File: src/rtl/seq_gen_pkg.sv
// Shared constants for the serial pattern generator: state codes,
// field widths and the length-clamp helper.
package seq_gen_pkg;

    localparam int STATE_W = 3;

    localparam logic [STATE_W-1:0] ST_IDLE  = 3'd0;
    localparam logic [STATE_W-1:0] ST_SHIFT = 3'd1;
    localparam logic [STATE_W-1:0] ST_GAP   = 3'd2;
    localparam logic [STATE_W-1:0] ST_DONE  = 3'd3;

    // len and repeat arrive as 4-bit fields; the gap count fits 1..15.
    localparam int LEN_W = 4;
    localparam int REP_W = 4;
    localparam int GAP_W = 4;

    // Requested length saturates at the pattern register width.
    function automatic logic [LEN_W-1:0] clamp_len(input logic [LEN_W-1:0] l,
                                                   input int unsigned      width);
        if (32'(l) > width) return LEN_W'(width);
        return l;
    endfunction

endpackage

File: src/rtl/seq_down_counter.sv
// Loadable down-counter with a zero flag. Decrement saturates at zero
// so a stray dec can never wrap the count.
module seq_down_counter #(
    parameter int W = 4
) (
    input  logic         clk_i,
    input  logic         rst_ni,
    input  logic         load_i,
    input  logic [W-1:0] load_val_i,
    input  logic         dec_i,
    output logic         zero_o
);

    logic [W-1:0] cnt_q;

    // Load has priority over decrement; reset clears the count.
    always_ff @(posedge clk_i) begin
        if (!rst_ni)                   cnt_q <= '0;
        else if (load_i)               cnt_q <= load_val_i;
        else if (dec_i && cnt_q != '0) cnt_q <= cnt_q - W'(1);
    end

    assign zero_o = (cnt_q == '0);

endmodule

File: src/rtl/seq_gen.sv
// Serial pattern generator: latches a pattern on start, shifts len bits
// out MSB first, repeats with idle gaps, then pulses done for one cycle.
// Every output comes straight from a flop.
module seq_gen
    import seq_gen_pkg::*;
#(
    parameter int WIDTH      = 8,
    parameter int GAP_CYCLES = 1
) (
    input  logic               clk_i,
    input  logic               rst_ni,
    input  logic               start_i,
    input  logic [WIDTH-1:0]   pattern_i,
    input  logic [LEN_W-1:0]   len_i,
    input  logic [REP_W-1:0]   repeat_i,
    output logic               x_o,
    output logic               valid_o,
    output logic               busy_o,
    output logic               done_o,
    output logic [STATE_W-1:0] s_o
);

    logic [STATE_W-1:0] state_q, state_d;
    logic [WIDTH-1:0]   pat_q, pat_d;   // pattern left-aligned: bit len-1 at MSB
    logic [WIDTH-1:0]   sh_q, sh_d;     // bits still to send, next one at MSB
    logic [LEN_W-1:0]   len_q, len_d;
    logic [REP_W-1:0]   rep_q, rep_d;
    logic               x_q, x_d, valid_q, valid_d, busy_q, busy_d, done_q, done_d;

    logic [LEN_W-1:0]   len_c;
    logic [WIDTH-1:0]   pat_al;

    logic               bit_load, bit_dec, bit_zero;
    logic [LEN_W-1:0]   bit_val;
    logic               gap_load, gap_dec, gap_zero;

    assign len_c  = clamp_len(len_i, WIDTH);
    // Shifting left discards the bits above len-1 and aligns bit len-1 to the MSB.
    assign pat_al = pattern_i << (WIDTH - int'(len_c));

    // Bits remaining after the one currently on x.
    seq_down_counter #(.W(LEN_W)) u_bit_cnt (
        .clk_i      (clk_i),
        .rst_ni     (rst_ni),
        .load_i     (bit_load),
        .load_val_i (bit_val),
        .dec_i      (bit_dec),
        .zero_o     (bit_zero)
    );

    // Gap cycles remaining after the current one.
    seq_down_counter #(.W(GAP_W)) u_gap_cnt (
        .clk_i      (clk_i),
        .rst_ni     (rst_ni),
        .load_i     (gap_load),
        .load_val_i (GAP_W'(GAP_CYCLES - 1)),
        .dec_i      (gap_dec),
        .zero_o     (gap_zero)
    );

    // Next-state and next-output decode.
    always_comb begin
        state_d  = state_q;
        pat_d    = pat_q;
        sh_d     = sh_q;
        len_d    = len_q;
        rep_d    = rep_q;
        x_d      = x_q;
        valid_d  = valid_q;
        busy_d   = busy_q;
        done_d   = 1'b0;
        bit_load = 1'b0;
        bit_val  = len_q - LEN_W'(1);
        bit_dec  = 1'b0;
        gap_load = 1'b0;
        gap_dec  = 1'b0;

        case (state_q)
            ST_IDLE: begin
                x_d     = 1'b0;
                valid_d = 1'b0;
                busy_d  = 1'b0;
                if (start_i) begin
                    pat_d  = pat_al;
                    len_d  = len_c;
                    rep_d  = repeat_i;
                    busy_d = 1'b1;
                    if (len_c != '0) begin
                        state_d  = ST_SHIFT;
                        x_d      = pat_al[WIDTH-1];
                        sh_d     = pat_al << 1;
                        valid_d  = 1'b1;
                        bit_load = 1'b1;
                        bit_val  = len_c - LEN_W'(1);
                    end else begin
                        state_d = ST_DONE;
                        done_d  = 1'b1;
                    end
                end
            end

            ST_SHIFT: begin
                if (!bit_zero) begin
                    bit_dec = 1'b1;
                    x_d     = sh_q[WIDTH-1];
                    sh_d    = sh_q << 1;
                end else if (rep_q != '0) begin
                    state_d  = ST_GAP;
                    rep_d    = rep_q - REP_W'(1);
                    x_d      = 1'b0;
                    valid_d  = 1'b0;
                    gap_load = 1'b1;
                end else begin
                    state_d = ST_DONE;
                    x_d     = 1'b0;
                    valid_d = 1'b0;
                    done_d  = 1'b1;
                end
            end

            ST_GAP: begin
                if (gap_zero) begin
                    state_d  = ST_SHIFT;
                    x_d      = pat_q[WIDTH-1];
                    sh_d     = pat_q << 1;
                    valid_d  = 1'b1;
                    bit_load = 1'b1;
                end else begin
                    gap_dec = 1'b1;
                end
            end

            ST_DONE: begin
                // start is not looked at here: a held start relaunches from IDLE.
                state_d = ST_IDLE;
                busy_d  = 1'b0;
            end

            default: begin
                state_d = ST_IDLE;
                x_d     = 1'b0;
                valid_d = 1'b0;
                busy_d  = 1'b0;
            end
        endcase
    end

    // State, latched fields and registered outputs; reset wins over everything.
    always_ff @(posedge clk_i) begin
        if (!rst_ni) begin
            state_q <= ST_IDLE;
            pat_q   <= '0;
            sh_q    <= '0;
            len_q   <= '0;
            rep_q   <= '0;
            x_q     <= 1'b0;
            valid_q <= 1'b0;
            busy_q  <= 1'b0;
            done_q  <= 1'b0;
        end else begin
            state_q <= state_d;
            pat_q   <= pat_d;
            sh_q    <= sh_d;
            len_q   <= len_d;
            rep_q   <= rep_d;
            x_q     <= x_d;
            valid_q <= valid_d;
            busy_q  <= busy_d;
            done_q  <= done_d;
        end
    end

    assign x_o     = x_q;
    assign valid_o = valid_q;
    assign busy_o  = busy_q;
    assign done_o  = done_q;
    assign s_o     = state_q;

endmodule

File: config.mk
export PLATFORM = sky130hd
export DESIGN_NAME = seq_gen
export DESIGN_NICKNAME = d
export VERILOG_FILES = /design/src/rtl/seq_gen_pkg.sv /design/src/rtl/seq_down_counter.sv /design/src/rtl/seq_gen.sv
export SDC_FILE = /design/constraint.sdc
export NUM_CORES = 1
export LEC_CHECK = 0
export ABC_AREA = 0
export CAP_MARGIN = 0
export CORE_MARGIN = 5
export CORE_UTILIZATION = 45
export CTS_CLUSTER_SIZE = 20
export DETAILED_ROUTE_END_ITERATION = 10
export GPL_TIMING_DRIVEN = 0
export PLACE_DENSITY = 0.66
export REMOVE_ABC_BUFFERS = 1
export SYNTH_ARGS = -nofsm -noshare
export SYNTH_HDL_FRONTEND = slang
export SYNTH_SLANG_ARGS = --single-unit
File: constraint.sdc
create_clock -name clk_i -period 3.2 [get_ports clk_i]
set_input_delay 0.96 -clock clk_i [delete_from_list [all_inputs] [get_ports clk_i]]
set_output_delay 0.96 -clock clk_i [all_outputs]
set_load 0.01 [all_outputs]
# Word level (Yosys, flattened, before mapping)
# Cells that the tools add are included.
[totals]
regBits = 39
input_bits = 19
[classes]
n_mux = 49
n_lt_le_gt_ge = 1
reduce_logical = 20
addsub = 6
bitwise_logic = 2
shift = 1
n_eq_ne = 9
[op_table]
columns = ["cell", "n"]
rows = [
  ["4-bit two-way mux", 10],
  ["8-bit two-way mux", 4],
  ["8-bit by 32-bit << shifter with 8-bit output", 1],
  ["8-bit case mux with 3 select lines", 1],
  ["1-bit two-way mux", 23],
  ["4-bit by 1-bit subtractor with 4-bit output (second input constant)", 5],
  ["4-bit nonzero test", 4],
  ["2-bit != test (second input constant)", 6],
  ["3-bit two-way mux", 3],
  ["3-bit case mux with 3 select lines", 1],
  ["4-bit logical NOT", 2],
  ["1-bit case mux with 4 select lines", 2],
  ["4-bit case mux with 2 select lines", 1],
  ["3-bit by 2-bit == test with 1-bit output (second input constant)", 2],
  ["1-bit case mux with 2 select lines", 3],
  ["3-bit AND reduction", 2],
  ["5-bit AND reduction", 1],
  ["4-bit by 4-bit subtractor with 5-bit output (first input constant)", 1],
  ["4-bit greater-than comparator (second input constant)", 1],
  ["2-bit AND reduction", 2],
  ["4-bit AND reduction", 1],
  ["2-bit nonzero test", 2],
  ["2-bit OR reduction", 2],
  ["3-bit by 1-bit == test with 1-bit output (second input constant)", 1],
  ["5 further kinds", 7],
]

# Depth between registers and ports, before layout
[depth]
ltp_word = 8
ltp_mapped = 11
mapped_depth_nobuf = 7

# Modules after synthesis
# A second synthesis with hierarchy kept.
[hier_totals]
hier_cells = 315
hier_area_um2 = 2533.7
[modules_own_cells]
columns = ["mod", "area_each_um2", "cells_per_inst", "seq_area_each_um2", "n_inst"]
rows = [
  ["seq_gen", 2020.7, 253, 580.6, 1],
  ["seq_down_counter", 256.5, 31, 80.1, 2],
]

# Worst setup path before layout
# OpenSTA, ideal clock, no wires.
[synth_timing]
path_type = "input port to flip-flop"
start = "input len_i[3]"
end = "register x_q (netlist: x_o)"
cell_stages = 8
t_arrival_ps = 2827
slack_ps = 255
required_ps = 3083
setup_time_ps = 117
path_cell_list = "buf_2 buf_2 nand2b_1 ha_1 clkbuf_1 mux4_2 o2bb2ai_1 a32o_1"
[synth_via]
elab_chain_cells = 8
[synth_rtl]
columns = ["item", "line", "text"]
rows = [
  ["start, declared", "seq_gen.sv:14", "input logic [LEN_W-1:0] len_i,"],
  ["4-bit greater-than comparator", "seq_gen_pkg.sv:20", "if (32'(l) > width) return LEN_W'(width);"],
  ["1-bit two-way mux", "seq_gen_pkg.sv:20", ""],
  ["4-bit two-way mux *", "seq_gen_pkg.sv:21", "return l;"],
  ["4-bit by 4-bit subtractor with 5-bit output", "seq_gen.sv:39", "assign pat_al = pattern_i << (WIDTH - int'(len_c));"],
  ["8-bit by 32-bit << shifter with 8-bit output", "seq_gen.sv:39", ""],
  ["1-bit two-way mux *", "seq_gen.sv:88", "if (len_c != '0) begin"],
  ["1-bit two-way mux *", "seq_gen.sv:83", "if (start_i) begin"],
  ["1-bit case mux with 4 select lines *", "seq_gen.sv:78", "case (state_q)"],
  ["end signal, assigned", "seq_gen.sv:156", "x_q <= 1'b0;"],
  ["end signal, assigned", "seq_gen.sv:166", "x_q <= x_d;"],
  ["end, declared", "seq_gen.sv:28", "logic x_q, x_d, valid_q, valid_d, busy_q, busy_d, done_q, done_d;"],
]
# Mark *: on every way between the ends. The rest lies on a longest branch, timed or not.
# A chain may end at the register's enable or synchronous reset.

# Worst setup path in the final report
[layout_timing]
start = "input len_i[3]"
end = "register sh_q[7]"
[layout_via]
elab_chain_cells = 8
[layout_rtl]
columns = ["item", "line", "text"]
rows = [
  ["4-bit greater-than comparator", "seq_gen_pkg.sv:20", ""],
  ["1-bit two-way mux", "seq_gen_pkg.sv:20", ""],
  ["4-bit two-way mux *", "seq_gen_pkg.sv:21", ""],
  ["4-bit by 4-bit subtractor with 5-bit output", "seq_gen.sv:39", ""],
  ["8-bit by 32-bit << shifter with 8-bit output", "seq_gen.sv:39", ""],
  ["8-bit two-way mux", "seq_gen.sv:88", ""],
  ["8-bit two-way mux", "seq_gen.sv:83", ""],
  ["8-bit case mux with 3 select lines", "seq_gen.sv:78", ""],
  ["end signal, assigned", "seq_gen.sv:153", "sh_q <= '0;"],
  ["end signal, assigned", "seq_gen.sv:163", "sh_q <= sh_d;"],
  ["end, declared", "seq_gen.sv:25", "logic [WIDTH-1:0] sh_q, sh_d;"],
]
# Mark *: on every way between the ends. The rest lies on a longest branch, timed or not. The select of a mux whose other input is x is not followed.

==> impl_metrics.yaml <==
outcome:
  outcome: "completed"
global_route:
  antenna_found_initial: 0
  grt_pass1_vias: 1932
  grt_pass1_wl_um: 9410
  grt_usage_pct: 15.8
  grt-ovfl-total: 0
  grt_max_degree: 43
yosys:
  yosysMostFrequentCell: "nand2_1"
  netlist_area_um2: 2500
  synth_cell_types: 61
  synth_edf_count: 0
  synthCells: 304
  synth_area_leader_cell: "dfxtp_1"
  synth_flop_cell: "dfxtp_1"
  avgSynthCellArea_um2: 8.24
  synthArstFlopShare_pct: 0
  ys_seq_area_share_pct: 29.6
  ys_top_cells_by_area: "dfxtp_1 (30%), nand2_1 (5.8%), ha_1 (5.5%)"
  synth_top_area_share_pct: 29.6
  synth_common_cells: "nand2_1 (39), dfxtp_1 (37), o21ai_0 (17)"
  synth-seq-cells: 37
  yosysWarnings: 0
sta:
  finalCritPeriodShare_pct: 94.0
  fin_setup_tns_ns: 0
  min_period_ns: 3.01
  setup_viol: 0
  relSlewSlack_pct: 15.2
  fmax_mhz: 333
  hold_viol_final: 0
  tightest_slew_ns: 1.27
  rsz0062_at_grt: "no"
  skew_ns: 0.00993
  final_max_slew_viol_count: 0
  whs_ns: 0.470
min_path:
  whs_path_depth: 2
  hold_class: "reg -> reg"
critical_path:
  crit_required_ns: 3.38
  rrSetupSlack_ns: 0.46
  cp_max_fo: 21
  cp-start-kind: "primary input"
  crit_path_end_kind: "flop"
  worstSetupPathType: "in -> reg"
  cpMaxStageDelayCell: "clkdlybuf4s15_2"
  worst_path_largest_cell_delay_ns: 0.42
  cp.arrival_ns: 3.19
  crit_chain: "clkdlybuf4s15_2 -> nand2b_4 -> ha_4 -> nor3b_4 -> o21ai_1 -> and3b_1 -> or2_0 -> a32o_1"
  ff2ff_path_depth: 6
clocking:
  holdBufCountCts: 0
  cts.path.max_buffers: 2
  clkTransAtPathRegs_ns: 0.07
  cts-buffers-inserted: 5
  cts_tree: "built"
  clock-root-buffer: "clkbuf_8"
  cts_resized: 8
  clk_latency_ns: 0.29
  h-tree-depth: 2
  post-cts-setup-buffers: 0
  clock-sinks: 37
layout:
  area_growth_syn_to_layout_pct: 13.5
  finalInstanceArea_um2: 2840
  n_antenna_cell: 0
  fill_cells: 535
  layout.cells.non_filler: 387
  layout.nets: 344
  utilization_pct: 51.9
  drive_gt1_share_pct: 9.21
place:
  dpl.hpwl_um: 4000
  port_buffers: 24
  dpl.cell_count: 379
  gp_congestion: 0.795
  dpl-instance-area_um2: 2720
power_and_ir_drop:
  peakVddDrop_v: 0.000333
  seqPwrFrac_pct: 32.5
  power.leakage_uw: 0.00106
  clkPwrFrac_pct: 16.5
  switching_share_pct: 41.3
  p_int_uw: 1240
  power.density_nw_per_um2: 745
  comb_power_share_pct: 51.0
  p_sw_uw: 873
routing:
  drt-initial-drc-count: 144
  viasPerCell: 5.62
  routedWlPerCell_um: 14.4
  drt_first_pass_iters: 4
  drc_errors: 0
  drtAntennaViolNets: 0
  num_vias: 2174
  wl_um: 5590
floorplanning:
  die_w_um: 84.6
  initial_core_util_pct: 45.7
  die_h_um: 84.6
  io_pins: 26
  rows: 27
  fp.coreArea_um2: 5470
  die-area_um2: 7160
job:
  cap_violations: 0
[per-stage QoR]
step | power [uW] | setup slack, ns
global placement | 1750 | -1.05
detailed placement | 1770 | -1.05
finish | 2120 | 0.193
CTS | 2130 | 0.0413
floorplan | 1490 | 0.366
global route | 2310 | 0.0317
[cells by family (layout without fill, tap and decap cells)]
logic type,after synthesis,count (layout),share of synthesized area (%)
compound gates,90,90,26.8
flops,37,37,29.6
buf+inv,37,48,7.15
mux,8,8,4.25
other cells,1,1,0.150
xor+xnor,10,10,3.50
fa+ha+maj,11,11,5.50
simple gates,110,110,23.1
[sequential cells by signal, indices dropped and copies added, names as in the netlist, 2 cells and up]
signal           count
pat_q                8
sh_q                 7
len_q                4
rep_q                4
u_bit_cnt.cnt_q      4
u_gap_cnt.cnt_q      4
s_o                  2
[cells in the final DEF, fill, tap and decap left out, types with 5 or more instances in the layout]
| master | instances |
|---|---|
| nand2_1 | 39 |
| nor3_1 | 7 |
| inv_1 | 14 |
| a22oi_1 | 7 |
| clkbuf_8 | 6 |
| ha_1 | 10 |
| nand3_1 | 7 |
| o31ai_1 | 5 |
| nor2_1 | 16 |
| nor2b_1 | 8 |
| dfxtp_1 | 37 |
| mux2i_1 | 5 |
| xnor2_1 | 7 |
| clkdlybuf4s50_1 | 22 |
| a31oi_1 | 5 |
| a21oi_1 | 7 |
| o21ai_0 | 17 |
| and2_1 | 8 |
[path summary, 6_finish.rpt]
| kind | startpoint | endpoint |
|---|---|---|
| max | len_i[3] | sh_q[7] |
| min | sh_q[5] | sh_q[5] |
| max reg2reg | s_o[0] | sh_q[7] |
| min reg2reg | sh_q[5] | sh_q[5] |
[layer usage]
layer | share of wire (%) | wire length, um | global-route usage, % | vias up
li1 | - | - | - | 1120
met1 | 48 | 2660 | 20.7 | 1003
met2 | 47 | 2640 | 26.0 | 44
met3 | 3.8 | 213 | 3.73 | 7
met4 | 1.3 | 73 | 4.17 | 0
met5 | 0 | 0 | 0 | -
[layout make-up]
type | count | area, um2 | share of cell area, %
Multi-Input combinational cell | 230 | 1610 | 56.7
Sequential cell | 37 | 741 | 26.1
Timing Repair Buffer | 24 | 244 | 8.59
Tap cell | 72 | 90.1 | 3.17
Clock buffer | 6 | 82.6 | 2.91
Inverter | 16 | 60.1 | 2.11
Clock inverter | 2 | 13.8 | 0.484
[critical path: cells and delay by family]
family	cells	cell delay, ns
adder cells (fa/ha/maj)	1	0.25
AO/OA/AOI/OAI	2	0.34
AND/OR/NAND/NOR	4	1.21
buffers and inverters	1	0.42
[power groups by stage]
stage                     combinational (uW)  sequential, uW  clock [uW]
after CTS                               1080             688         364
after floorplan                          801             686           0
after detailed placement                1070             698           0
after global routing                    1220             705         384
final                                   1080             688         349
after global placement                  1060             696           0
Power figures use the tool's default switching activity.
